<file path="src/rtl/instr_fetch.sv">
// Instruction fetch: drives imem_addr, buffers {word, pc} in a prefetch FIFO,
// hands words to decode via valid/ready, takes redirects, stops on HALT_OPCODE.
//
// Ports:
//   clk, reset                  clock, synchronous active-high reset
//   imem_addr / imem_data       instruction memory read (combinational data)
//   redirect_valid/redirect_pc  branch redirect from execute
//   instr_valid/instr/instr_pc  FIFO head towards decode
//   decode_ready                decode consumes head when valid & ready
//   halted                      fetch stopped after a halt word
module instr_fetch #(
  parameter logic [21:0] RESET_PC    = 22'd0,
  parameter int          DEPTH       = 2,
  parameter logic [31:0] HALT_OPCODE = 32'hFFFF_FFFF
) (
  input  logic        clk,
  input  logic        reset,
  output logic [21:0] imem_addr,
  input  logic [31:0] imem_data,
  input  logic        redirect_valid,
  input  logic [21:0] redirect_pc,
  output logic        instr_valid,
  output logic [31:0] instr,
  output logic [21:0] instr_pc,
  input  logic        decode_ready,
  output logic        halted
);

  localparam int PW = $clog2(DEPTH);
  localparam int CW = PW + 1;

  typedef enum logic {RUN, HALT} state_t;

  state_t          state;
  state_t          state_next;
  logic [21:0]     pc;
  logic [CW-1:0]   count;
  logic [PW-1:0]   rd_ptr;
  logic [PW-1:0]   wr_ptr;
  logic [31:0]     fifo_instr [DEPTH];
  logic [21:0]     fifo_pc    [DEPTH];
  logic            pop;
  logic            push;

  assign imem_addr   = pc;
  assign instr_valid = (count != '0);
  assign instr       = fifo_instr[rd_ptr];
  assign instr_pc    = fifo_pc[rd_ptr];
  assign halted      = (state == HALT);

  always_comb begin
    state_next = state;
    push       = 1'b0;
    pop        = instr_valid & decode_ready;
    if (redirect_valid) begin
      state_next = RUN;
    end else if (state == RUN) begin
      push = (count < CW'(DEPTH)) | pop;
      if (push && imem_data == HALT_OPCODE)
        state_next = HALT;
    end
  end

  always_ff @(posedge clk) begin
    if (reset) begin
      state  <= RUN;
      pc     <= RESET_PC;
      count  <= '0;
      rd_ptr <= '0;
      wr_ptr <= '0;
      for (int i = 0; i < DEPTH; i++) begin
        fifo_instr[i] <= '0;
        fifo_pc[i]    <= '0;
      end
    end else begin
      state <= state_next;
      if (redirect_valid) begin
        // Flush: a same-cycle pop is dropped, decode must ignore it.
        count  <= '0;
        rd_ptr <= wr_ptr;
        pc     <= redirect_pc;
      end else begin
        if (push) begin
          fifo_instr[wr_ptr] <= imem_data;
          fifo_pc[wr_ptr]    <= pc;
          wr_ptr             <= wr_ptr + PW'(1);
          pc                 <= pc + 22'd1;
        end
        if (pop)
          rd_ptr <= rd_ptr + PW'(1);
        count <= count + CW'(push) - CW'(pop);
      end
    end
  end

endmodule

</file>
<file path="config.mk">
export PLATFORM = sky130hd
export DESIGN_NAME = instr_fetch
export DESIGN_NICKNAME = d
export VERILOG_FILES = /design/src/rtl/instr_fetch.sv
export SDC_FILE = /design/constraint.sdc
export NUM_CORES = 1
export LEC_CHECK = 0
export BUFFER_PORTS_ARGS = -buffer_cell sky130_fd_sc_hd__clkbuf_2
export CAP_MARGIN = 20
export CORE_MARGIN = 4
export CORE_UTILIZATION = 49
export DETAILED_ROUTE_END_ITERATION = 8
export PLACE_DENSITY = 0.88
export SKIP_CTS_REPAIR_TIMING = 1
export SLEW_MARGIN = 20
export SYNTH_ARGS = -nofsm -noshare
export SYNTH_HDL_FRONTEND = slang
export SYNTH_SLANG_ARGS = --single-unit
</file>
<file path="constraint.sdc">
create_clock -name clk -period 4.4 [get_ports clk]
set_input_delay 0.66 -clock clk [delete_from_list [all_inputs] [get_ports clk]]
set_output_delay 0.66 -clock clk [all_outputs]
set_load 0.005 [all_outputs]
</file>
==> flow_metrics.py <==
metrics = {
    "power": {
        "p_per_area_nw_per_um2": 439,
        "switching_power_uw": 724,
        "p_int_mw": 2.64,
        "leakage_nw": 3.10,
        "p_comb_share_pct": 9.7,
        "power_frac_clock_pct": 44.3,
        "switching_share_pct": 21.5,
        "p_seq_share_pct": 46.0,
        "peakVddDrop_mv": 0.252,
    },
    "floorplan": {
        "dieWidth_um": 121,
        "ios": 136,
        "die_y_um": 121,
        "dieArea_um2": 14600,
        "start_util_pct": 51.1,
        "core_um2": 12200,
        "rows": 40,
    },
    "cells_and_area": {
        "stdcell_area_um2": 7670,
        "diodes": 0,
        "drive_above_1_share_pct": 35.8,
        "syn_to_final_growth_pct": 22.9,
        "final_nets": 679,
    },
    "cts": {
        "clock_latency_ps": 410,
        "cts_made_buffers": 17,
        "clk_path_buf_depth": 2,
        "cts_tree": "done",
        "htree_levels": 4,
        "clk_pin_slew_worst_paths_ps": 50,
        "clkSinkCount": 136,
        "clock-root-buffer": "clkbuf_16",
    },
    "sta": {
        "worstMarginPinSlew_ps": 1030,
        "fin_skew_ps": 6.27,
        "slew_headroom_pct": 31.2,
        "fin_crit_sh_pct": 64.2,
        "setup_viol": 0,
        "maxSlewViolCount": 0,
        "rsz0062_at_grt": "no",
        "finalCriticalPeriod_ps": 2830,
        "tns_ps": 0,
        "finalHoldViolCount": 0,
        "fmax_mhz": 354,
    },
    "setup_path": {
        "criticalPathCategory": "flip-flop to output pin",
        "cp-end-kind": "output pin",
        "worstPathRequired_ps": 3740,
        "arrival_ps": 2170,
        "ff2ff_setup_slack_ps": 1940,
        "cp-start-kind": "flip-flop",
        "critPathMaxFanout": 28,
    },
    "drt": {
        "drt_first_pass_iters": 5,
        "final_antenna_net_count": 0,
        "via_count": 4384,
        "finalWirelength_um": 14500,
        "viasPerCell": 5.49,
        "wl_per_cell_um": 18.1,
        "drc": 0,
        "drtIter0Drc": 358,
    },
    "synth": {
        "synthCells": 491,
        "ys_seq_area_share_pct": 61.0,
        "yosys_warnings": 0,
        "synth_nets": 552,
        "netlist_area_um2": 6240,
        "yosys_register_bits": 136,
        "synth-edff-count": 108,
        "synth_cell_types": 40,
        "synth_ff_type": "edfxtp_1",
        "avgSynthCellArea_um2": 12.7,
        "async_reset_ff_share_pct": 0,
    },
    "grt": {
        "antenna_found_initial": 0,
        "first_global_vias": 4471,
        "overflow": 0,
        "grt_max_degree": 55,
        "grt_pass1_wl_um": 22600,
        "grt_util_all_layers_pct": 20.3,
    },
    "worst_hold_path": {
        "min_path_type": "primary input to flip-flop",
    },
    "placed_design": {
        "dpl.hpwl_um": 9660,
        "io_buffers": 135,
        "placed_area_um2": 7050,
        "gp_congestion": 0.829,
    },
    "outcome": {
        "outcome": "finished, final reports clean",
    },
    "run": {
        "max_cap_viol_count": 0,
    },
}
[kinds of logic (layout without fill, tap and decap cells)]
kind of cell / count (synthesis) / count (layout) / synth area share, %
AO/OA/AOI/OAI: 42 / 42 / 5.24
XOR/XNOR: 10 / 10 / 1.40
adder cells (fa/ha/maj): 3 / 3 / 0.602
buffers and inverters: 38 / 178 / 2.45
flip-flops: 136 / 136 / 61.0
multiplexers: 54 / 54 / 9.75
AND/OR/NAND/NOR: 208 / 208 / 19.6
[metrics by stage]
stage | utilization, % | hold slack, ps | std cells | total power, mW | worst slack [ps]
floorplan | - | 502 | 491 | 1.73 | 202
global placement | 57.7 | 545 | 767 | 1.88 | 1530
detailed placement | 57.7 | 553 | 767 | 1.90 | 1430
CTS | 62.8 | 484 | 799 | 3.39 | 1520
global route | 62.8 | 478 | 799 | 3.48 | 1460
finish | 62.8 | 496 | 799 | 3.36 | 1570
[sequential cells by signal, summed over array words and instances (netlist names), named ones only]
signal	cells
rd_ptr	1
halted	1
fifo_pc	44
fifo_instr	64
wr_ptr	1
count	2
imem_addr	22
[cells in the mapped netlist (all sizes together) (7+ instances only)]
master,instances,share of area [%]
nor2,28,1.7
xnor2,7,0.98
and2,110,11
a311oi,10,1.4
edfxtp,108,52
dfxtp,28,9.0
mux2,54,9.7
nand4,13,1.3
clkbuf,27,1.6
nor4,8,0.80
nand2,13,0.78
or4,7,0.90
[power by group through the flow]
| stage | clock network [mW] | registers [mW] | logic, mW |
|---|---|---|---|
| 6_report | 1.49 | 1.55 | 0.327 |
| 5_1_grt | 1.57 | 1.56 | 0.359 |
| 4_1_cts | 1.51 | 1.55 | 0.333 |
| 3_5_place_dp | 0 | 1.57 | 0.330 |
| 3_3_place_gp | 0 | 1.56 | 0.321 |
| 2_1_floorplan | 0 | 1.55 | 0.183 |
[metal layers]
layer  part of all wire, %  GRT usage [%]  routed length [µm]  vias to the layer above
met4                   1.3           7.37                 184                        0
met5                     0              0                   0                        -
li1                      -              -                   -                     2061
met2                    51           34.1                7380                      210
met1                    40           24.8                5770                     2097
met3                   7.9           5.80                1140                       16
[cell type report]
class	count	area, µm²
Sequential cell	136	3800
Multi-Input combinational cell	317	2300
Fill cell	956	4540
Clock inverter	12	180
Timing Repair Buffer	140	713
Clock buffer	20	437
Inverter	6	22.5
Tap cell	168	210
[path summary, 6_finish.rpt]
kind | startpoint | end | cells after the start
setup / recovery | flip-flop | instr[7] | 3
hold / removal | redirect_pc[12] | imem_addr[12] | 3
setup reg to reg | count[1] | fifo_instr[1][22] | 5
hold reg to reg | rd_ptr | flip-flop | 3
[worst max-delay path: stages, from the launching register on]
cell      delay, ps
dfxtp_2         770
buf_4           460
mux2_2          400
clkbuf_2        120
[placed cells by master (no fill, tap or decap), types with 6 or more instances in the layout]
cell / count
a211oi_1: 6
dfxtp_1: 27
nor2_1: 28
nor4_1: 8
nand3_1: 6
or4_1: 6
nand2_1: 13
mux2_2: 54
edfxtp_1: 108
nand4_1: 13
clkbuf_2: 135
xnor2_1: 7
and2_1: 110
a311oi_1: 10
or3_1: 6
clkbuf_16: 17
No activity file was read; power rests on OpenSTA's default activity.
